File: config.mk
export PLATFORM = sky130hd
export DESIGN_NAME = multi_channel_watchdog
export DESIGN_NICKNAME = d
export VERILOG_FILES = /design/src/rtl/wd_pkg.sv /design/src/rtl/wd_channel.sv /design/src/rtl/multi_channel_watchdog.sv
export SDC_FILE = /design/constraint.sdc
export NUM_CORES = 1
export LEC_CHECK = 0
export BUFFER_PORTS_ARGS = -buffer_cell sky130_fd_sc_hd__buf_2
export CAP_MARGIN = 10
export CORE_ASPECT_RATIO = 1.4
export CORE_MARGIN = 2
export CORE_UTILIZATION = 45
export CTS_BUF_LIST = sky130_fd_sc_hd__clkbuf_8
export DETAILED_ROUTE_END_ITERATION = 8
export PLACE_DENSITY = 0.7
export SYNTH_ARGS = -nofsm -noshare
export SYNTH_HDL_FRONTEND = slang
export SYNTH_HIERARCHICAL = 1
export SYNTH_SLANG_ARGS = --single-unit
File: constraint.sdc
create_clock -name clk -period 3.29 [get_ports clk]
set_input_delay 0.4935 -clock clk [delete_from_list [all_inputs] [get_ports clk]]
set_output_delay 0.4935 -clock clk [all_outputs]
set_load 0.05 [all_outputs]
File: src/rtl/wd_pkg.sv
// Shared types and the trip-cause priority helper for the multi-channel watchdog.
package wd_pkg;

    typedef enum logic [1:0] {
        CAUSE_NONE    = 2'd0,
        CAUSE_TIMEOUT = 2'd1,
        CAUSE_EARLY   = 2'd2,
        CAUSE_FORCED  = 2'd3
    } cause_t;

    typedef enum logic [1:0] {
        ST_IDLE    = 2'd0,
        ST_ARMED   = 2'd1,
        ST_WARN    = 2'd2,
        ST_TRIPPED = 2'd3
    } state_t;

    // A forced trip outranks an early kick, which outranks a plain timeout.
    function automatic cause_t pick_cause(input logic forced, input logic early, input logic timeout);
        cause_t c;
        if (forced) begin
            c = CAUSE_FORCED;
        end else if (early) begin
            c = CAUSE_EARLY;
        end else if (timeout) begin
            c = CAUSE_TIMEOUT;
        end else begin
            c = CAUSE_NONE;
        end
        return c;
    endfunction

endpackage

File: src/rtl/wd_channel.sv
// One watchdog channel: heartbeat edge detect, cycle counter, state machine,
// sticky trip flag and cause code.
module wd_channel
    import wd_pkg::*;
#(
    parameter int CNT_W   = 32,
    parameter int TIMEOUT = 1000,
    parameter int WARN_AT = 750,
    parameter int WIN_MIN = 0
) (
    input  logic   clk,
    input  logic   rstn,
    input  logic   enable,
    input  logic   heartbeat,
    input  logic   clear,
    input  logic   force_reset,
    output logic   warning,
    output logic   triggered,
    output cause_t cause
);

    localparam logic [CNT_W-1:0] LAST_CNT = CNT_W'(TIMEOUT - 1);
    localparam logic [CNT_W-1:0] WARN_CNT = CNT_W'(WARN_AT);
    localparam logic [CNT_W-1:0] ZERO_CNT = {CNT_W{1'b0}};
    localparam logic [CNT_W-1:0] ONE_CNT  = CNT_W'(1);

    state_t           state_q, state_d;
    logic [CNT_W-1:0] cnt_q, cnt_d;
    logic             hb_q, hb_d;
    logic             warning_q, warning_d;
    logic             triggered_q, triggered_d;
    cause_t           cause_q, cause_d;

    logic             hb_edge, in_window, early_hit, timeout_hit;
    cause_t           trip_cause;

    if (WIN_MIN > 0) begin : g_window
        localparam logic [CNT_W-1:0] WIN_CNT = CNT_W'(WIN_MIN);
        assign in_window = (cnt_q < WIN_CNT);
    end else begin : g_no_window
        assign in_window = 1'b0;
    end

    // Next-state, counter and trip bookkeeping; clear beats a simultaneous trip.
    always_comb begin
        hb_d        = heartbeat;
        hb_edge     = heartbeat & ~hb_q;
        early_hit   = hb_edge & in_window;
        timeout_hit = ~hb_edge & (cnt_q == LAST_CNT);
        trip_cause  = pick_cause(force_reset, early_hit, timeout_hit);
        state_d     = state_q;
        cnt_d       = cnt_q;
        triggered_d = triggered_q;
        cause_d     = cause_q;
        case (state_q)
            ST_IDLE: begin
                cnt_d = ZERO_CNT;
                if (enable) begin
                    state_d = ST_ARMED;
                end else begin
                    state_d = ST_IDLE;
                end
            end
            ST_ARMED, ST_WARN: begin
                if (!enable) begin
                    state_d = ST_IDLE;
                    cnt_d   = ZERO_CNT;
                end else if (trip_cause != CAUSE_NONE) begin
                    cnt_d = ZERO_CNT;
                    if (clear) begin
                        state_d = ST_IDLE;
                    end else begin
                        state_d     = ST_TRIPPED;
                        triggered_d = 1'b1;
                        cause_d     = trip_cause;
                    end
                end else if (hb_edge) begin
                    state_d = ST_ARMED;
                    cnt_d   = ZERO_CNT;
                end else begin
                    cnt_d = cnt_q + ONE_CNT;
                    if (cnt_d >= WARN_CNT) begin
                        state_d = ST_WARN;
                    end else begin
                        state_d = ST_ARMED;
                    end
                end
            end
            ST_TRIPPED: begin
                cnt_d = ZERO_CNT;
                if (clear) begin
                    state_d     = ST_IDLE;
                    triggered_d = 1'b0;
                    cause_d     = CAUSE_NONE;
                end else begin
                    state_d = ST_TRIPPED;
                end
            end
            default: begin
                state_d     = ST_IDLE;
                cnt_d       = ZERO_CNT;
                triggered_d = 1'b0;
                cause_d     = CAUSE_NONE;
            end
        endcase
        warning_d = (state_d == ST_WARN);
    end

    // State and output registers.
    always_ff @(posedge clk or negedge rstn) begin
        if (!rstn) begin
            state_q     <= ST_IDLE;
            cnt_q       <= ZERO_CNT;
            hb_q        <= 1'b0;
            warning_q   <= 1'b0;
            triggered_q <= 1'b0;
            cause_q     <= CAUSE_NONE;
        end else begin
            state_q     <= state_d;
            cnt_q       <= cnt_d;
            hb_q        <= hb_d;
            warning_q   <= warning_d;
            triggered_q <= triggered_d;
            cause_q     <= cause_d;
        end
    end

    assign warning   = warning_q;
    assign triggered = triggered_q;
    assign cause     = cause_q;

endmodule

File: src/rtl/multi_channel_watchdog.sv
// N-channel watchdog supervisor: per-channel supervisors plus the aggregated
// trip level and single-cycle trip pulse for the reset controller.
module multi_channel_watchdog
    import wd_pkg::*;
#(
    parameter int N_CH    = 4,
    parameter int CNT_W   = 32,
    parameter int TIMEOUT = 1000,
    parameter int WARN_AT = 750,
    parameter int WIN_MIN = 0
) (
    input  logic              clk,
    input  logic              rstn,
    input  logic [N_CH-1:0]   enable,
    input  logic [N_CH-1:0]   heartbeat,
    input  logic [N_CH-1:0]   clear,
    input  logic              force_reset,
    output logic [N_CH-1:0]   warning,
    output logic [N_CH-1:0]   triggered,
    output logic [2*N_CH-1:0] cause,
    output logic              any_trip,
    output logic              trip_pulse
);

    if (N_CH < 1) begin : g_bad_nch
        $error("multi_channel_watchdog: N_CH must be at least 1");
    end
    if (TIMEOUT < 2) begin : g_bad_timeout
        $error("multi_channel_watchdog: TIMEOUT must be at least 2");
    end
    if (64'(TIMEOUT) >= (64'd1 << CNT_W)) begin : g_bad_width
        $error("multi_channel_watchdog: TIMEOUT does not fit in CNT_W bits");
    end
    if ((WARN_AT <= 0) || (WARN_AT >= TIMEOUT)) begin : g_bad_warn
        $error("multi_channel_watchdog: WARN_AT must lie strictly between 0 and TIMEOUT");
    end
    if ((WIN_MIN < 0) || (WIN_MIN >= WARN_AT)) begin : g_bad_win
        $error("multi_channel_watchdog: WIN_MIN must be non-negative and below WARN_AT");
    end

    cause_t          ch_cause [N_CH];
    logic [N_CH-1:0] trig_prev_q, trig_prev_d;
    logic            trip_pulse_q, trip_pulse_d;

    for (genvar i = 0; i < N_CH; i++) begin : g_ch
        wd_channel #(
            .CNT_W   (CNT_W),
            .TIMEOUT (TIMEOUT),
            .WARN_AT (WARN_AT),
            .WIN_MIN (WIN_MIN)
        ) u_channel (
            .clk         (clk),
            .rstn        (rstn),
            .enable      (enable[i]),
            .heartbeat   (heartbeat[i]),
            .clear       (clear[i]),
            .force_reset (force_reset),
            .warning     (warning[i]),
            .triggered   (triggered[i]),
            .cause       (ch_cause[i])
        );
        assign cause[2*i +: 2] = ch_cause[i];
    end

    // Any fresh 0->1 on a trip flag yields one pulse, however many channels rose.
    always_comb begin
        trig_prev_d  = triggered;
        trip_pulse_d = |(triggered & ~trig_prev_q);
    end

    // Trip edge history and pulse register.
    always_ff @(posedge clk or negedge rstn) begin
        if (!rstn) begin
            trig_prev_q  <= {N_CH{1'b0}};
            trip_pulse_q <= 1'b0;
        end else begin
            trig_prev_q  <= trig_prev_d;
            trip_pulse_q <= trip_pulse_d;
        end
    end

    assign any_trip   = |triggered;
    assign trip_pulse = trip_pulse_q;

endmodule

==> results.md, run 1 <==
- Outcome: completed
- Highest clock rate: 327 MHz
- EDFF count, synth: 0
- Syn nets: 1243
- Worst Max-Slew Pin Slew: 0.802 ns
- Commonest cells post-synth: 197 x nor2_1, 161 x dfrtp_1, 94 x nand2_1
- H-tree depth: 4
- Fillcell total: 2272
- Crit path largest cell delay: 0.57 ns
- Initial DRC count: 689
- Vias: 8932
- Post-synth ARST share: 100%
- Final Power: 3790 µW
- Post-synthesis sequential area ratio: 38.2%
- Flop-to-flop setup slack: 0.23 ns
- Post-Route WL: 24.4 mm
- Die Wd: 133 µm
- Top Ports: 33
- Worst setup margin: 0.234 ns
- Vias in the first global route: 8502
- Share of the synthesized area in the top cell type: 38.2%
- Total gr overflow: 0
- # setup viols final: 0
- P&R area growth vs syn: 6.65%
- CTS tree: yes
- Worst Setup Path Type: reg -> reg
- Warnings, synthesis: 6
- Avg Inst Size Synth: 8.71 µm²
- Num CTS Buffers: 17
- Worst path arrival time: 3.43 ns
- RSZ-0062 raised after global routing: false
- R2R Path Start: g_ch[3].u_channel/cnt_q[0]
- Routed len/inst: 16.0 µm
- Initial antenna violation count: 0
- Hold Path Class: in -> async
- Synth cell types: 77
- Top_reg_cell synth: dfrtp_1
- R2R depth: 8
- Final-stage net count: 1239
- Cell chain of the critical path: ha_2 -> nand4_2 -> or4_1 -> or4b_1 -> a311oi_1 -> nand4_1 -> or2_1 -> a21o_1
- CP max-delay cell: or4_1
- Post-Synth XOR/XNOR Area: 10.3%
- Starting density of the core: 45.7%
- Post-route ant nets: 0
- Cell type with the largest total area after synthesis: dfrtp_1
- Final slew viol count: 0
- VDD IR max: 0.000214 V
- Total Neg Setup Slack: 0 ns
- Relative slew slack: 46.6%
- Top cells by area, synth: dfrtp_1 38%, nor2_1 7.0%, xor2_1 6.0%
- Final Critical Period: 3.06 ns
- CTS Sinks: 161
- Drt via density: 5.85
- Fin area: 11300 µm²
- Pre-Repair DR Iteration Count: 5
- Main combinational cell family by area after synthesis: simple AND/OR/NAND/NOR gates
- Row count: 66
- Most frequent cell after synthesis: nor2_1
- Share of cells above drive strength 1: 11.3%
- Post-synthesis compound-gate area fraction: 11.8%
- Hpwl dp: 17.8 mm
- GRT Util Overall: 20.5%
- N_diodes: 0
- Yosys reg bits: 161
- Post-Syn Area: 10600 µm²
- Max Clock Skew: 0.0155 ns
- Die Ht: 185 µm
- Critical Path Sink Type: register
- Clock-pin slew on the worst setup and hold paths: 0.09 ns
- Leakage: 0.00438 µW
- Synth Instances: 1212
- IO buf count: 32
- Post-synthesis mux area share: 0.675%
- P per Cell Area: 336 nW/µm²
- Die area: 24700 µm²
- First-pass GRT wire length: 41.6 mm
- CP Data Required Time: 3.66 ns
- CTS Root Cell: clkbuf_8
- Final period utilization: 92.9%
- Post-synthesis simple-gate area fraction: 32.8%
- DRC: 0
- Clock Path Buffers: 2
- Final Wtd Congestion: 0.939
- Later-pin clock latency in the skew report: 0.48 ns
- CP Launch Type: register
- Crit Path Max Fanout: 9
- Count of final hold-check violations: 0
- Max cap viols: 0
- Post-place instance area: 10900 µm²
- Core Area: 23100 µm²
- Crit Reg-Reg Endpoint: g_ch[3].u_channel/state_q[1]
- Pre-CTS WS: 0.208 ns
- Pin count of the biggest net entering global routing: 88
- Adder-cell share of the synthesized area: 1.90%
==> sequential cells by signal, indices dropped and copies added (netlist names) <==
signal                    count
trip_pulse                    1
trig_prev_q                   4
g_ch.u_channel/cnt_q        128
g_ch.u_channel/state_q        8
g_ch.u_channel/cause          8
g_ch.u_channel/hb_q           4
g_ch.u_channel/warning        4
g_ch.u_channel/triggered      4
==> per-stage QoR <==
stage / utilization (%) / hold slack (ns) / instances
2_1_floorplan: - / 0.198 / 1212
3_3_place_gp: 47.2 / 0.460 / 1495
3_5_place_dp: 47.2 / 0.464 / 1495
4_1_cts: 48.7 / 0.0635 / 1527
5_1_grt: 48.7 / 0.0978 / 1527
6_report: 48.7 / 0.0249 / 1527
==> metal layers <==
layer | track usage, % | share of wire, % | routed length, µm | up-vias
met5 | 0 | 0 | 0 | -
met4 | 8.43 | 2.7 | 654 | 0
met3 | 3.20 | 3.1 | 768 | 48
met2 | 36.3 | 51 | 12400 | 185
met1 | 24.8 | 43 | 10600 | 4353
li1 | - | - | - | 4346
==> how the worst max path moves through the flow <==
stage                               start                            to  slack (ns)
2_1_floorplan  g_ch[3].u_channel/cnt_q[0]  g_ch[3].u_channel/state_q[1]        0.41
3_3_place_gp   g_ch[3].u_channel/cnt_q[0]  g_ch[3].u_channel/state_q[1]        0.29
3_5_place_dp   g_ch[3].u_channel/cnt_q[0]  g_ch[3].u_channel/state_q[1]        0.21
4_1_cts        g_ch[3].u_channel/cnt_q[0]  g_ch[3].u_channel/state_q[1]        0.19
5_1_grt        g_ch[3].u_channel/cnt_q[0]  g_ch[3].u_channel/state_q[1]        0.05
6_report       g_ch[3].u_channel/cnt_q[0]  g_ch[3].u_channel/state_q[1]        0.23
==> cells by family (layout without fill, tap and decap cells) <==
| kind of cell | Yosys count | after routing |
|---|---|---|
| compound gates | 161 | 161 |
| xor+xnor | 124 | 124 |
| fa+ha+maj | 16 | 16 |
| buf+inv | 103 | 112 |
| flops | 161 | 161 |
| mux | 7 | 7 |
| simple gates | 640 | 640 |
==> final cells by class <==
| cell class | count | area, µm² | area share, % |
|---|---|---|---|
| Multi-Input combinational cell | 948 | 6070 | 53.9 |
| Inverter | 31 | 116 | 1.03 |
| Clock inverter | 14 | 106 | 0.944 |
| Timing Repair Buffer | 49 | 307 | 2.72 |
| Tap cell | 306 | 383 | 3.40 |
| Sequential cell | 161 | 4030 | 35.8 |
| Clock buffer | 18 | 248 | 2.20 |
==> layout by cell type, fill, tap and decap left out, types with 5 or more instances in the layout <==
master      n
o31ai_1     9
o21ai_0    17
inv_1      31
buf_2      31
nand2_1    94
nor4_4      6
nor3_1     40
and2_1      8
or2_2       5
a21oi_1    29
xor2_1     72
clkbuf_8   18
dfrtp_1   161
nor4_1     37
nand2b_1   16
o31a_1     11
ha_1       15
buf_4      16
o211a_1     6
nand4_2    10
o21ai_1    10
and4_1     11
nand3_1    83
xnor2_1    52
mux2i_1     6
and3_1     19
nor2_1    197
nand4_1    55
or3_1       6
nor2b_1    16
a211oi_1    7
==> report_power, final <==
part | switching, µW | leakage (µW) | internal (µW) | total [µW]
clock | 806 | 0.000177 | 550 | 1360
combinational | 271 | 0.00199 | 96.8 | 368
sequential | 39.1 | 0.00221 | 2030 | 2060
==> worst max-delay path, delay by kind of cell (launching register included) <==
family / cells / cell delay [ns]
AND/OR/NAND/NOR: 5 / 1.73
flip-flops: 1 / 0.46
AO/OA/AOI/OAI: 2 / 0.44
adder cells (fa/ha/maj): 1 / 0.33
==> repair_timing <==
| action | in CTS | in global routing |
|---|---|---|
| hold endpoints to repair | 0 | 0 |
| gates resized for setup | 0 | 1 |
| setup buffers | 0 | 0 |
| setup endpoints to repair | 0 | 2 |
| hold buffers | 0 | 0 |
Power figures use the tool's default switching activity.
==> run 2, diff against run 1 <==
==> constraint.sdc (replaced) <==
create_clock -name clk -period 3.29 [get_ports clk]
set_input_delay 0.329 -clock clk [delete_from_list [all_inputs] [get_ports clk]]
set_output_delay 0.329 -clock clk [all_outputs]
set_load 0.05 [all_outputs]
==> results.md, run 2 (synthesis gave the netlist of run 1 again) <==
- IO buf count: 32 (unchanged)
- Die area: 24700 µm² (unchanged)
- N_diodes: 0 (unchanged)
- GRT Util Overall: 20.4% (-0.085 points)
- Pre-Repair DR Iteration Count: 5 (unchanged)
- Final Critical Period: 3.05 ns (-0.00518 ns)
- Crit Reg-Reg Endpoint: g_ch[3].u_channel/state_q[1]
- Final Wtd Congestion: 0.916 (-2.4%)
- Count of final hold-check violations: 0 (unchanged)
- Critical Path Sink Type: register
- Final std cells w/o fill: 1532 (+0.33%)
- Share of cells above drive strength 1: 11.3% (-0.046 points)
- Worst path arrival time: 3.42 ns (about the same)
- Initial antenna violation count: 0 (unchanged)
- Starting density of the core: 45.7% (unchanged)
- Num CTS Buffers: 17 (unchanged)
- Register with the most flip-flops: g_ch.u_channel/cnt_q
- CP Data Required Time: 3.66 ns (about the same)
- Drt via density: 5.78 (-1.2%)
- Worst setup path endpoint: g_ch[3].u_channel/state_q[1]
- Crit Path Max Fanout: 9 (unchanged)
- CTS tree: yes
- P per Cell Area: 348 nW/µm² (+3.6%)
- Commonest non-fill, non-tap cell in the layout: nor2_1
- H-tree depth: 4 (unchanged)
- Final slew viol count: 0 (unchanged)
- Max Clock Skew: 0.0174 ns (+0.00197 ns)
- Most frequent cells in the layout: 197 x nor2_1, 161 x dfrtp_1, 94 x nand2_1
- Row count: 66 (unchanged)
- Outcome: completed
- Die Wd: 133 µm (unchanged)
- Core Area: 23100 µm² (unchanged)
- # setup viols final: 0 (unchanged)
- Post-Route WL: 24.3 mm (-0.26%)
- Worst Max-Slew Pin Slew: 0.808 ns (+0.00641 ns)
- Top Ports: 33 (unchanged)
- Inst Count DP: 1495 (unchanged)
- Leakage: 0.00443 µW (+1.2%)
- Total Neg Setup Slack: 0 ns (unchanged)
- R2R Path Start: g_ch[3].u_channel/cnt_q[0]
- Final period utilization: 92.7% (-0.16 points)
- Clock Path Buffers: 2 (unchanged)
- CTS Sinks: 161 (unchanged)
- R2R depth: 8 (unchanged)
- P&R area growth vs syn: 7.67%
- Vias: 8855 (-0.86%)
- DRC: 0 (unchanged)
- Hpwl dp: 17.6 mm (-0.77%)
- Worst hold slack: 0.0691 ns (+0.0442 ns)
- Pin count of the biggest net entering global routing: 88 (unchanged)
- CP Launch Type: register
- Worst setup startpoint: g_ch[3].u_channel/cnt_q[0]
- Vias in the first global route: 8553 (+0.60%)
- VDD IR max: 0.000221 V (+3.2%)
- Highest clock rate: 328 MHz (+0.17%)
- Flop-to-flop setup slack: 0.24 ns (about the same)
- Relative slew slack: 46.1% (-0.43 points)
- Max cap viols: 0 (unchanged)
- Initial DRC count: 595 (-14%)
- Later-pin clock latency in the skew report: 0.48 ns (about the same)
- Total gr overflow: 0 (unchanged)
- Die Ht: 185 µm (unchanged)
- RSZ-0062 raised after global routing: false
- Post-route ant nets: 0 (unchanged)
- Final-stage net count: 1244 (+0.40%)
- Max reg flops: 128 (unchanged)
- Hold Path Class: in -> reg
- CTS Root Cell: clkbuf_8
- Worst Setup Path Type: reg -> reg
- Clock-pin slew on the worst setup and hold paths: 0.10 ns (about the same)
- First-pass GRT wire length: 41.6 mm (about the same)
- Routed len/inst: 15.9 µm (-0.58%)
==> run 2: worst min path at each step <==
stage | from | endpoint | slack, ns | cells after the start
detailed placement | rstn | g_ch[0].u_channel/cnt_q[7] | 0.44 | 1
global route | clear[1] | g_ch[1].u_channel/cause[0] | 0.06 | 2
global placement | rstn | g_ch[0].u_channel/cnt_q[7] | 0.43 | 1
finish | clear[0] | g_ch[0].u_channel/cause[0] | 0.07 | 2
CTS | clear[0] | g_ch[0].u_channel/triggered | 0.04 | 2
floorplan | rstn | g_ch[0].u_channel/cause[0] | 0.03 | 0
==> run 2: metrics by stage <==
| step | total power [µW] | area [µm²] | setup slack [ns] | util, % |
|---|---|---|---|---|
| 3_3_place_gp | 2470 | 10900 | 0.261 | 47.2 |
| 3_5_place_dp | 2480 | 10900 | 0.233 | 47.2 |
| 5_1_grt | 4150 | 11400 | 0.00818 | 49.2 |
| 2_1_floorplan | 2330 | 10600 | 0.409 | - |
| 4_1_cts | 4030 | 11400 | 0.203 | 49.2 |
| 6_report | 3960 | 11400 | 0.239 | 49.2 |
==> run 2: final cells by class <==
cell class | instances | area, µm²
Fill cell | 2241 | 11800
Multi-Input combinational cell | 948 | 6070
Sequential cell | 161 | 4030
Tap cell | 306 | 383
Timing Repair Buffer | 54 | 357
Clock buffer | 19 | 262
Clock inverter | 13 | 150
Inverter | 31 | 116
==> run 2: report_power, final <==
part / switching (µW) / leakage, µW / internal, µW
clock network: 798 / 0.000209 / 730
registers: 38.9 / 0.00221 / 2030
logic: 270 / 0.00201 / 99.5
==> run 2: what timing repair did <==
action                                  CTS  global route
endpoints found under the setup margin    0             2
resized for setup                         0             1
hold endpoints to repair                 88             0
buffers inserted                          0             0
hold buffers                              5             0
==> run 2: critical path, cell delays in order, from the launching register on <==
cell and delay, ns:
dfrtp_1 0.45, ha_2 0.31, nand4_2 0.18, or4_1 0.56
or4b_1 0.50, a311oi_1 0.31, nand4_1 0.19, or2_1 0.29
a21o_1 0.15
==> run 2: layer usage <==
metal | up-vias | global-route usage (%) | part of all wire [%]
met1 | 4255 | 24.2 | 43
met3 | 68 | 3.42 | 3.5
met4 | 0 | 9.19 | 3.4
met5 | - | 0 | 0
li1 | 4341 | - | -
met2 | 191 | 36.3 | 50
==> run 3, diff against run 2 <==
--- a/config.mk
+++ b/config.mk
@@ -13,6 +13,7 @@
 export CTS_BUF_LIST = sky130_fd_sc_hd__clkbuf_8
 export DETAILED_ROUTE_END_ITERATION = 8
 export PLACE_DENSITY = 0.7
+export RECOVER_POWER = 100
 export SYNTH_ARGS = -nofsm -noshare
 export SYNTH_HDL_FRONTEND = slang
 export SYNTH_HIERARCHICAL = 1
==> results.md, run 3 (synthesis gave the netlist of run 1 again) <==
- RSZ-0062 raised after global routing: false
- Num CTS Buffers: 17 (unchanged)
- Crit Reg-Reg Endpoint: g_ch[3].u_channel/state_q[1]
- Starting density of the core: 45.7% (unchanged)
- Relative slew slack: -42.8% (-89 points)
- CTS Root Cell: clkbuf_8
- First-pass GRT wire length: 41.6 mm (unchanged)
- Worst Setup Path Type: reg -> reg
- Internal power: 2840 µW (-0.60%)
- Die area: 24700 µm² (unchanged)
- Leakage: 0.00433 µW (-2.4%)
- Failing checks: max-capacitance violations, max-slew violations
- Worst setup margin: 0.242 ns (+0.00344 ns)
- Pin count of the biggest net entering global routing: 88 (unchanged)
- Count of final hold-check violations: 0 (unchanged)
- Clock share of power: 38.8% (+0.2 points)
- P per Cell Area: 351 nW/µm² (+0.66%)
- Clock-pin slew on the worst setup and hold paths: 0.10 ns (about the same)
- IO buf count: 32 (unchanged)
- Total Neg Setup Slack: 0 ns (unchanged)
- N_diodes: 0 (unchanged)
- Final-stage net count: 1244 (unchanged)
- Hold path depth: 2 (unchanged)
- Gate power share: 8.9% (-0.4 points)
- Outcome: finished, violations left
- Top Ports: 33 (unchanged)
- Hold Crit Start: clear[0]
- Post-Route WL: 24.4 mm (about the same)
- Max cap viols: 1 (+1)
- H-tree depth: 4 (unchanged)
- Commonest non-fill, non-tap cell in the layout: nor2_1
- Drt via density: 5.79 (+0.24%)
- Sequential power share: 52.3% (+0.2 points)
- Hold Path Class: in -> reg
- R2R Path Start: g_ch[3].u_channel/cnt_q[0]
- Final Wtd Congestion: 0.916 (unchanged)
- Sw Pwr: 1110 µW (+0.51%)
- Vias: 8876 (+0.24%)
- CP Launch Type: register
- GRT Util Overall: 20.4% (unchanged)
- Pre-Repair DR Iteration Count: 5 (unchanged)
- Die Ht: 185 µm (unchanged)
- P&R area growth vs syn: 6.65%
- Flop-to-flop setup slack: 0.24 ns (about the same)
- Final period utilization: 92.6% (-0.10 points)
- Switching fraction of total power: 28.2% (+0.23 points)
- # setup viols final: 0 (unchanged)
- DRC: 0 (unchanged)
- Setup Fix Bufs, Post-CTS: 0 (unchanged)
- Worst path arrival time: 3.41 ns (about the same)
- Die Wd: 133 µm (unchanged)
- Crit Path Max Fanout: 9 (unchanged)
- Worst hold slack: 0.0654 ns (-0.00366 ns)
- Max Clock Skew: 0.0169 ns (-0.000529 ns)
- Worst Max-Slew Pin Slew: 2.14 ns (+1.33 ns)
- Highest clock rate: 328 MHz (+0.11%)
- Row count: 66 (unchanged)
- Total gr overflow: 0 (unchanged)
- Later-pin clock latency in the skew report: 0.48 ns (about the same)
- Routed len/inst: 15.9 µm (about the same)
- Post-route ant nets: 0 (unchanged)
- Initial antenna violation count: 0 (unchanged)
- Max reg flops: 128 (unchanged)
- Final slew viol count: 88 (+88)
- Final Power: 3950 µW (-0.29%)
- CP Data Required Time: 3.66 ns (about the same)
- Final Critical Period: 3.05 ns (-0.00344 ns)
- Core Area: 23100 µm² (unchanged)
- Final core utilization: 48.7% (-0.47 points)
- Register with the most flip-flops: g_ch.u_channel/cnt_q
- Most frequent cells in the layout: 197 x nor2_1, 161 x dfrtp_1, 94 x nand2_1
- Vias in the first global route: 8553 (unchanged)
- Initial DRC count: 659 (+11%)
- CTS tree: yes
- Critical Path Sink Type: register
- R2R depth: 8 (unchanged)
- CTS Sinks: 161 (unchanged)
- Clock Path Buffers: 2 (unchanged)
- Hpwl dp: 17.6 mm (unchanged)
- Hold Path End: g_ch[0].u_channel/cause[0]
- Share of cells above drive strength 1: 8.56% (-2.7 points)
- Pre-CTS WS: 0.233 ns (unchanged)
- VDD IR max: 0.000221 V (+0.20%)
run 3: worst max path at each step:
stage                                    start                            to  slack [ns]  depth (start not counted)
floorplan           g_ch[3].u_channel/cnt_q[0]  g_ch[3].u_channel/state_q[1]        0.41                         10
global placement    g_ch[3].u_channel/cnt_q[0]  g_ch[3].u_channel/state_q[1]        0.26                          8
detailed placement  g_ch[3].u_channel/cnt_q[0]  g_ch[3].u_channel/state_q[1]        0.23                          8
CTS                 g_ch[3].u_channel/cnt_q[0]  g_ch[3].u_channel/state_q[1]        0.20                          8
global route        g_ch[3].u_channel/cnt_q[0]  g_ch[3].u_channel/state_q[1]       0.008                          8
finish              g_ch[3].u_channel/cnt_q[0]  g_ch[3].u_channel/state_q[1]        0.24                          8
run 3: power by group through the flow:
stage | clock network, µW | registers [µW] | logic [µW]
5_1_grt | 1670 | 2080 | 388
6_report | 1530 | 2070 | 351
3_3_place_gp | 0 | 2110 | 366
4_1_cts | 1580 | 2070 | 377
2_1_floorplan | 0 | 2200 | 129
3_5_place_dp | 0 | 2110 | 372
run 3: worst max-delay path, stage by stage, from the launching register on:
cell and delay [ns]:
dfrtp_1 0.45, ha_2 0.31, nand4_2 0.18, or4_1 0.56, or4b_1 0.50, a311oi_1 0.31, nand4_1 0.19, or2_1 0.28
a21o_1 0.15
run 3: what timing repair did:
item / 4_1_cts / 5_1_grt
resized for setup: 0 / 1
endpoints found under the setup margin: 0 / 2
hold buffers: 5 / 0
endpoints found under the hold margin: 88 / 0
run 3: through the flow:
step | instances | cell area [µm²]
floorplan | 1212 | 10600
global placement | 1495 | 10900
detailed placement | 1495 | 10900
CTS | 1532 | 11400
global route | 1532 | 11300
finish | 1532 | 11300
run 3: cell type report:
type | count | area, µm²
fill | 2259 | 11900
multi-input combinational | 948 | 6040
sequential | 161 | 4030
tap | 306 | 383
timing repair buffer | 54 | 280
clock buffer | 19 | 262
clock inverter | 13 | 150
inverter | 31 | 116
run 3: routing by layer:
| layer | share of wire (%) | wire length, µm | global-route usage, % |
|---|---|---|---|
| met1 | 43 | 10400 | 24.2 |
| met2 | 50 | 12300 | 36.3 |
| met3 | 3.5 | 865 | 3.42 |
| met4 | 3.2 | 788 | 9.19 |
| met5 | 0 | 0 | 0 |
